### src/rtl/cmd_bridge_pkg.sv
// Command bytes, status codes and FSM states for the byte-stream to TileLink bridge.
package cmd_bridge_pkg;

  localparam logic [7:0] CMD_RD = 8'h01;
  localparam logic [7:0] CMD_WR = 8'h02;

  localparam logic [7:0] ST_OK       = 8'h00;
  localparam logic [7:0] ST_DENIED   = 8'h01;
  localparam logic [7:0] ST_MISALIGN = 8'h02;
  localparam logic [7:0] ST_BADCMD   = 8'hFF;

  typedef enum logic [2:0] {
    S_IDLE,
    S_ADDR,
    S_DATA,
    S_REQ,
    S_RESP,
    S_STATUS,
    S_RDATA
  } state_t;

endpackage

### src/rtl/tl_pkg.sv
// TileLink-UL opcode encodings shared by the bus masters and slaves (rom, bridge).
package tl_pkg;

  localparam logic [2:0] GET      = 3'd4;
  localparam logic [2:0] PUT_FULL = 3'd0;
  localparam logic [2:0] ACK      = 3'd0;
  localparam logic [2:0] ACK_DATA = 3'd1;

  localparam int SRC_W = 4;

endpackage

### src/rtl/cmd_tl_bridge.sv
// Pops opcode/address/data bytes, issues one 64-bit TileLink-UL Get or PutFullData,
// and pushes a status byte (plus 8 read bytes on a good read) into the response FIFO.
module cmd_tl_bridge
  import tl_pkg::*;
  import cmd_bridge_pkg::*;
#(
  parameter int ADDR_W = 64,
  parameter int DATA_W = 64
) (
  input  logic                clk,
  input  logic                rst_n,
  input  logic                cmd_empty,
  input  logic [7:0]          cmd_dout,
  output logic                cmd_rd_en,
  input  logic                res_full,
  output logic                res_wr_en,
  output logic [7:0]          res_din,
  output logic                a_valid,
  input  logic                a_ready,
  output logic [2:0]          a_opcode,
  output logic [2:0]          a_size,
  output logic [SRC_W-1:0]    a_source,
  output logic [ADDR_W-1:0]   a_address,
  output logic [DATA_W/8-1:0] a_mask,
  output logic [DATA_W-1:0]   a_data,
  output logic                d_ready,
  input  logic                d_valid,
  input  logic [2:0]          d_opcode,
  input  logic                d_denied,
  input  logic                d_corrupt,
  input  logic [DATA_W-1:0]   d_data
);

  state_t state_reg, state_next;
  logic [2:0] cnt_reg, cnt_next;

  logic              is_wr;
  logic [ADDR_W-1:0] addr_sr;
  logic [DATA_W-1:0] data_sr;
  logic [DATA_W-1:0] rdata;
  logic [7:0]        status;

  logic       cmd_latch, addr_shift, data_shift, launch, status_load, push;
  logic [7:0] status_val, push_byte;

  // Address and write data are presented straight from the assembly registers;
  // they cannot change while a_valid is high because no bytes are popped then.
  assign a_address = addr_sr;
  assign a_data    = data_sr;
  assign a_source  = '0;

  always_comb begin
    state_next  = state_reg;
    cnt_next    = cnt_reg;
    cmd_rd_en   = 1'b0;
    d_ready     = 1'b0;
    cmd_latch   = 1'b0;
    addr_shift  = 1'b0;
    data_shift  = 1'b0;
    launch      = 1'b0;
    status_load = 1'b0;
    status_val  = ST_OK;
    push        = 1'b0;
    push_byte   = status;
    case (state_reg)
      S_IDLE: begin
        cmd_rd_en = !cmd_empty;
        if (!cmd_empty) begin
          if (cmd_dout == CMD_RD || cmd_dout == CMD_WR) begin
            cmd_latch  = 1'b1;
            cnt_next   = 3'd0;
            state_next = S_ADDR;
          end else begin
            status_load = 1'b1;
            status_val  = ST_BADCMD;
            state_next  = S_STATUS;
          end
        end
      end
      S_ADDR, S_DATA: begin
        cmd_rd_en = !cmd_empty;
        if (!cmd_empty) begin
          addr_shift = (state_reg == S_ADDR);
          data_shift = (state_reg == S_DATA);
          cnt_next   = cnt_reg + 3'd1;
          if (cnt_reg == 3'd7) begin
            // A write still drains its data bytes before a misalignment is reported.
            if (state_reg == S_ADDR && is_wr) begin
              state_next = S_DATA;
            end else if (addr_sr[2:0] != 3'd0) begin
              status_load = 1'b1;
              status_val  = ST_MISALIGN;
              state_next  = S_STATUS;
            end else begin
              launch     = 1'b1;
              state_next = S_REQ;
            end
          end
        end
      end
      S_REQ: begin
        if (a_valid && a_ready) state_next = S_RESP;
      end
      S_RESP: begin
        d_ready = 1'b1;
        if (d_valid) begin
          status_load = 1'b1;
          status_val  = (d_denied || d_corrupt) ? ST_DENIED : ST_OK;
          state_next  = S_STATUS;
        end
      end
      S_STATUS: begin
        if (!res_full) begin
          push       = 1'b1;
          push_byte  = status;
          cnt_next   = 3'd0;
          state_next = (!is_wr && status == ST_OK) ? S_RDATA : S_IDLE;
        end
      end
      S_RDATA: begin
        if (!res_full) begin
          push      = 1'b1;
          push_byte = rdata[{cnt_reg, 3'b000} +: 8];
          cnt_next  = cnt_reg + 3'd1;
          if (cnt_reg == 3'd7) state_next = S_IDLE;
        end
      end
      default: state_next = S_IDLE;
    endcase
  end

  always_ff @(posedge clk or negedge rst_n) begin
    if (!rst_n) begin
      state_reg <= S_IDLE;
      cnt_reg   <= 3'd0;
    end else begin
      state_reg <= state_next;
      cnt_reg   <= cnt_next;
    end
  end

  always_ff @(posedge clk or negedge rst_n) begin
    if (!rst_n) begin
      is_wr     <= 1'b0;
      addr_sr   <= '0;
      data_sr   <= '0;
      rdata     <= '0;
      status    <= 8'h00;
      res_wr_en <= 1'b0;
      res_din   <= 8'h00;
      a_valid   <= 1'b0;
      a_opcode  <= 3'd0;
      a_size    <= 3'd0;
      a_mask    <= '0;
    end else begin
      res_wr_en <= push;
      if (push)        res_din <= push_byte;
      if (cmd_latch)   is_wr <= (cmd_dout == CMD_WR);
      if (addr_shift)  addr_sr[{cnt_reg, 3'b000} +: 8] <= cmd_dout;
      if (data_shift)  data_sr[{cnt_reg, 3'b000} +: 8] <= cmd_dout;
      if (status_load) status <= status_val;
      if (state_reg == S_RESP && d_valid && d_opcode == ACK_DATA) rdata <= d_data;
      if (launch) begin
        a_valid  <= 1'b1;
        a_opcode <= is_wr ? PUT_FULL : GET;
        a_size   <= 3'd3;
        a_mask   <= '1;
      end else if (a_valid && a_ready) begin
        a_valid <= 1'b0;
      end
    end
  end

endmodule
### config.mk
export PLATFORM = sky130hd
export DESIGN_NAME = cmd_tl_bridge
export DESIGN_NICKNAME = d
export VERILOG_FILES = /design/src/rtl/cmd_bridge_pkg.sv /design/src/rtl/tl_pkg.sv /design/src/rtl/cmd_tl_bridge.sv
export SDC_FILE = /design/constraint.sdc
export NUM_CORES = 1
export LEC_CHECK = 0
export BUFFER_PORTS_ARGS = -buffer_cell sky130_fd_sc_hd__buf_2
export CAP_MARGIN = 20
export CORE_MARGIN = 2
export CORE_UTILIZATION = 53
export CTS_BUF_LIST = sky130_fd_sc_hd__clkbuf_8
export CTS_CLUSTER_SIZE = 28
export DETAILED_ROUTE_END_ITERATION = 8
export GPL_TIMING_DRIVEN = 0
export PLACE_DENSITY = 0.78
export REMOVE_ABC_BUFFERS = 1
export SYNTH_ARGS = -nofsm -noshare
export SYNTH_HDL_FRONTEND = slang
export SYNTH_SLANG_ARGS = --single-unit
### constraint.sdc
create_clock -name clk -period 6.5 [get_ports clk]
set_input_delay 1.3 -clock clk [delete_from_list [all_inputs] [get_ports clk]]
set_output_delay 1.3 -clock clk [all_outputs]
set_load 0.02 [all_outputs]
### Yosys cells after proc, flatten, opt, wreduce, memory -nomap -nowiden

Index checks and enable logic that the tools add are counted.

| word-level totals | value |
|---|---|
| register bits after elaboration | 222 |
| input bits | 83 |
| output and inout bits | 158 |
| logic and storage cells | 115 |

| cells by class | value |
|---|---|
| add/subtract/negate cells | 2 |
| equality and inequality tests | 19 |
| shift-type cells | 3 |
| muxes and demuxes | 59 |
| reductions and logical operators | 19 |

Operators with widths:

| operator | number |
|---|---|
| $bwmux W64 | 2 |
| $shift A8 B8 Y64 const A | 1 |
| $shiftx A64 B7 Y8 | 1 |
| $shiftx A8 B8 Y64 | 1 |
| $mux W3 | 18 |
| $mux W8 | 4 |
| $mux W1 | 27 |
| $pmux W8 S3 | 1 |
| $ne A2 B2 Y1 const B | 9 |
| $pmux W3 S6 | 1 |
| $eq A3 B3 Y1 const B | 4 |
| $pmux W3 S4 | 1 |
| $eq A8 B1 Y1 const B | 1 |
| $eq A8 B2 Y1 const B | 1 |
| $logic_not A8 Y1 | 1 |
| $mux W2 | 4 |
| $neg A6 Y8 | 1 |
| $reduce_and A8 Y1 | 1 |
| $eq A3 B1 Y1 const B | 2 |
| $eq A3 B2 Y1 const B | 2 |
| $reduce_and A6 Y1 | 1 |
| $logic_and A1 B1 Y1 | 5 |
| $reduce_bool A4 Y1 | 1 |
| $reduce_or A2 Y1 | 2 |
| other kinds (8) | 10 |

### Depth between registers and ports, before layout

| depth | value |
|---|---|
| depth after elaboration | 7 |
| gate-level depth with buffers | 11 |
| gate-level depth less buffers | 8 |

### Worst setup path after synthesis

No wires, ideal clock.

| path | value |
|---|---|
| kind | input to output |
| from | input cmd_empty |
| to | output cmd_rd_en |
| arrival | 1.850 ns |
| data required time | 5.200 ns |
| slack | 3.350 ns |
| stages on the path | 3 |
| path buffers | 1 |
| path through | buf_2 nor2_1 and2_1 |

| between the ends | value |
|---|---|
| word-level cells in the longest chain between the ends | 2 |

Ends and longest elaborated chain:

| what | line | text |
|---|---|---|
| start: declaration | cmd_tl_bridge.sv:12 | `input logic cmd_empty,` |
| $logic_not A1 Y1 | n/a |  |
| $mux W1 | n/a |  |
| end: declaration | cmd_tl_bridge.sv:14 | `output logic cmd_rd_en,` |

Every way passes these cells.

### Final worst setup path

| path | value |
|---|---|
| from | register cnt_reg[1] |
| to | register data_sr[13] (netlist: a_data[13]) |

| between the ends | value |
|---|---|
| word-level cells in the longest chain between the ends | 3 |
| elaborated cells on any way between the ends | 4 |
| classes of those cells | add/sub: 1; shift: 2; mux: 1 |

Ends and longest elaborated chain:

| what | line | text |
|---|---|---|
| start: declaration | cmd_tl_bridge.sv:35 | `logic [2:0] cnt_reg, cnt_next;` |
| start signal: assignment | cmd_tl_bridge.sv:138 | `cnt_reg <= cnt_next;` |
| $neg A6 Y8 (*) | cmd_tl_bridge.sv:160 | `if (data_shift) data_sr[{cnt_reg, 3'b000} +: 8] <= cmd_dout;` |
| $shiftx A8 B8 Y64 or $shift A8 B8 Y64 (tied branches) | cmd_tl_bridge.sv:160 |  |
| $bwmux W64 (*) | cmd_tl_bridge.sv:160 |  |
| end signal: indexed assignment | cmd_tl_bridge.sv:160 |  |
| end: declaration | cmd_tl_bridge.sv:39 | `logic [DATA_W-1:0] data_sr;` |

Mark *: on every way between the ends. The rest lies on a longest branch, timed or not.
A chain may end at the register's enable or synchronous reset.

==> summary.md <==
| Metric | Value |
|---|---|
| Run status | finished, final reports clean |
| Register area | 5360 um^2 |
| CP Max Fanout | 21 |
| CP Launch Type | flip-flop |
| Endpoints failing setup | 0 |
| Layout Nets | 1099 |
| Die ar. | 18300 um^2 |
| Hold Buf Count CTS | 0 |
| Register-to-Register Setup Slack | 3070 ps |
| Vias post-DR | 6733 |
| Wire per inst | 17.3 um |
| Post-route ant nets | 0 |
| Total Routed Length | 21700 um |
| DRT Pass-1 Iters | 5 |
| Leak pwr | 0.00571 uW |
| GRT Util Overall | 23.8% |
| R2r worst-path depth | 8 |
| Reg-to-Reg End | a_data[13]$_DFFE_PN0P_ |
| Peak VDD IR | 0.227 mV |
| # fillers | 1357 |
| HP Class | flip-flop to flip-flop |
| Tcrit/Tclk final | 52.8% |
| Crit path DAT | 3770 ps |
| Buffers added on ports | 233 |
| Post-CTS setup repair buffer count | 0 |
| Seq/Total Area, Yosys | 58.6% |
| # DRC | 0 |
| Remaining global-route overflow | 0 |
| Die Y | 135 um |
| Dpl hpwl | 15200 um |
| Area of the multi-input gates | 3480 um^2 |
| Setup repair after global routing missed its margin | no |
| Min-Delay Path Depth | 2 |
| Endpoint class of the critical path | flip-flop |
| Hold_sp | a_address[22]$_DFFE_PN0P_ |
| Quantity of gates resized following cts | 0 |
| Most common cell after layout, fill and taps aside | buf_2 |
| Starting DRT DRC Count | 297 |
| Io pins | 241 |
| Top FF cell, synth | dfrtp_1 |
| Most frequent cells in the layout | buf_2, dfrtp_1, nand2_1 |
| Drt via density | 5.37 |
| FF+latch count, synth | 214 |
| Core Rows | 48 |
| GP Congestion | 0.843 |
| CTS Sinks | 214 |
| Required time worst endpoint | 6840 ps |
| Clk slew on worst S/H paths | 60 ps |
| Deepest clock path buffer count | 3 |
| CTS tree | yes |
| Max transition margin | 23.3% |
| First-pass GRT wire length | 34100 um |
| H-tree level count | 2 |
| Top cell type's share of synthesized area | 58.6% |
| Largest cells by area after synthesis | dfrtp_1, mux2_2, nand2_1 |
| Post-synth top area cell | dfrtp_1 |
| Max Clk Rate | 292 MHz |
| Max Cap Viol | 0 |
| Power Dens Cells | 395 nW/um^2 |
| Initial antenna violation count | 1 |
| Worst Max-Slew Pin Slew | 1150 ps |
| Synth-to-layout area growth | 20.9% |
| Syn Inst Count | 784 |
| Vias in the first global route | 6618 |
| Number of CTS-inserted buffers | 36 |
| Reg-to-reg startpoint | cnt_reg[1]$_DFFE_PN0P_ |
| Largest net degree at the start of global routing | 117 |
| Share of cells above drive strength 1 | 39.6% |
| Cell Area, Synth | 9140 um^2 |
| Minimum clock period | 3430 ps |
| Async set or reset register ratio after synthesis | 100% |
| Worst setup path class | flip-flop to flip-flop |
| Hold violation count in the final report | 0 |
| Die W | 135 um |
| Clock root buffer | clkbuf_8 |
| Slew Limit Fails | 0 |
| EDFF count, synth | 0 |
| Hold-critical path endpoint | a_address[22]$_DFFE_PN0P_ |
| Distinct cells, synth | 54 |
| Initial core utilization | 53.6% |
| Syn Area/Cell | 11.7 um^2 |
| Clock Latency Late Sink | 510 ps |
| Layout Cells excl Fill | 1253 |
| Cells after DPL | 1197 |
| Layout Skew | 22.9 ps |
| Synth warn | 0 |
| Setup total negative slack | 0 ps |
| Core Area | 17100 um^2 |
[cell families (layout without fill, tap and decap cells)]
logic type               count (synthesis)  after routing  synth area share, %
multiplexers                           119            119                 16.5
AND/OR/NAND/NOR                        230            230                 11.3
adder cells (fa/ha/maj)                  6              6                0.822
other                                    1              8               0.0410
XOR/XNOR                                 1              1               0.0959
buffers and inverters                   63            300                 3.62
AO/OA/AOI/OAI                          150            150                 8.97
flip-flops                             214            214                 58.6
[worst max path at each step]
stage                           startpoint                      to  slack, ps  cells past startpoint
floorplan                      d_opcode[1]    rdata[0]$_DFFE_PN0P_       3170                      3
finish              cnt_reg[1]$_DFFE_PN0P_  a_data[13]$_DFFE_PN0P_       3070                      8
global placement                     rst_n   rdata[56]$_DFFE_PN0P_        510                      1
detailed placement  cnt_reg[1]$_DFFE_PN0P_  a_data[12]$_DFFE_PN0P_       3050                      8
CTS                 cnt_reg[1]$_DFFE_PN0P_  a_data[12]$_DFFE_PN0P_       3040                      8
global route        cnt_reg[1]$_DFFE_PN0P_  a_data[12]$_DFFE_PN0P_       2740                      8
[through the flow]
stage / hold slack, ps / worst slack (ps) / cell area [um^2] / util [%] / power (uW)
final: 473 / 3070 / 11000 / 64.8 / 4360
after global routing: 493 / 2740 / 11000 / 64.7 / 4620
after CTS: 478 / 3040 / 11000 / 64.7 / 4400
after detailed placement: 466 / 3050 / 10400 / 61.1 / 3330
after global placement: 457 / 507 / 10300 / 60.4 / 3250
after floorplan: 474 / 3170 / 8860 / - / 2820
[cell type report]
type                    instances  share of cell area, %
clock buffers                  41                   5.11
clock inverters                14                  0.544
diodes                          1                 0.0227
repair buffers                237                   11.5
inverters                       8                  0.272
multi-input cells             513                   31.5
flip-flops and latches        214                   48.5
well taps                     225                   2.55
[per-layer routing]
layer / global-route usage (%) / up-vias / routed length, um
met5: 0 / - / 0
met4: 6.71 / 0 / 447
met3: 8.01 / 36 / 1980
met2: 38.0 / 273 / 10000
met1: 31.3 / 3269 / 9280
li1: - / 3155 / -
[synthesized netlist by cell type, types with 2 or more instances]
cell type / number
nor4_2: 2
clkbuf_1: 10
nor3_1: 4
nand2_2: 5
buf_4: 18
nor3b_1: 2
o21ai_0: 81
nand3b_1: 2
inv_1: 7
nand3_1: 7
mux4_2: 16
o21a_1: 2
a211oi_1: 3
mux2_2: 93
ha_1: 6
buf_2: 21
dfrtp_1: 214
o22a_1: 2
o22ai_1: 7
nor4_1: 3
nor2b_1: 4
o32ai_1: 2
mux2i_1: 10
nand2_1: 155
nor2_1: 27
o21ai_1: 29
a21oi_1: 16
buf_1: 6
nand2b_1: 5
[power breakdown]
group          internal [uW]  leakage [uW]  switching, uW
combinational            604       0.00244            785
clock                    566      0.000359            497
sequential              1650       0.00290            260
total                   2820       0.00571           1540
[worst max-delay path, stage by stage (launching register included)]
cell and delay, ps:
dfrtp_1 970, inv_1 210, ha_1 250, ha_1 410
o31ai_1 180, nor4_2 450, nand2_1 490, nand2_1 180
o21ai_0 110
Note: power is estimated with default switching activity, not from simulation.
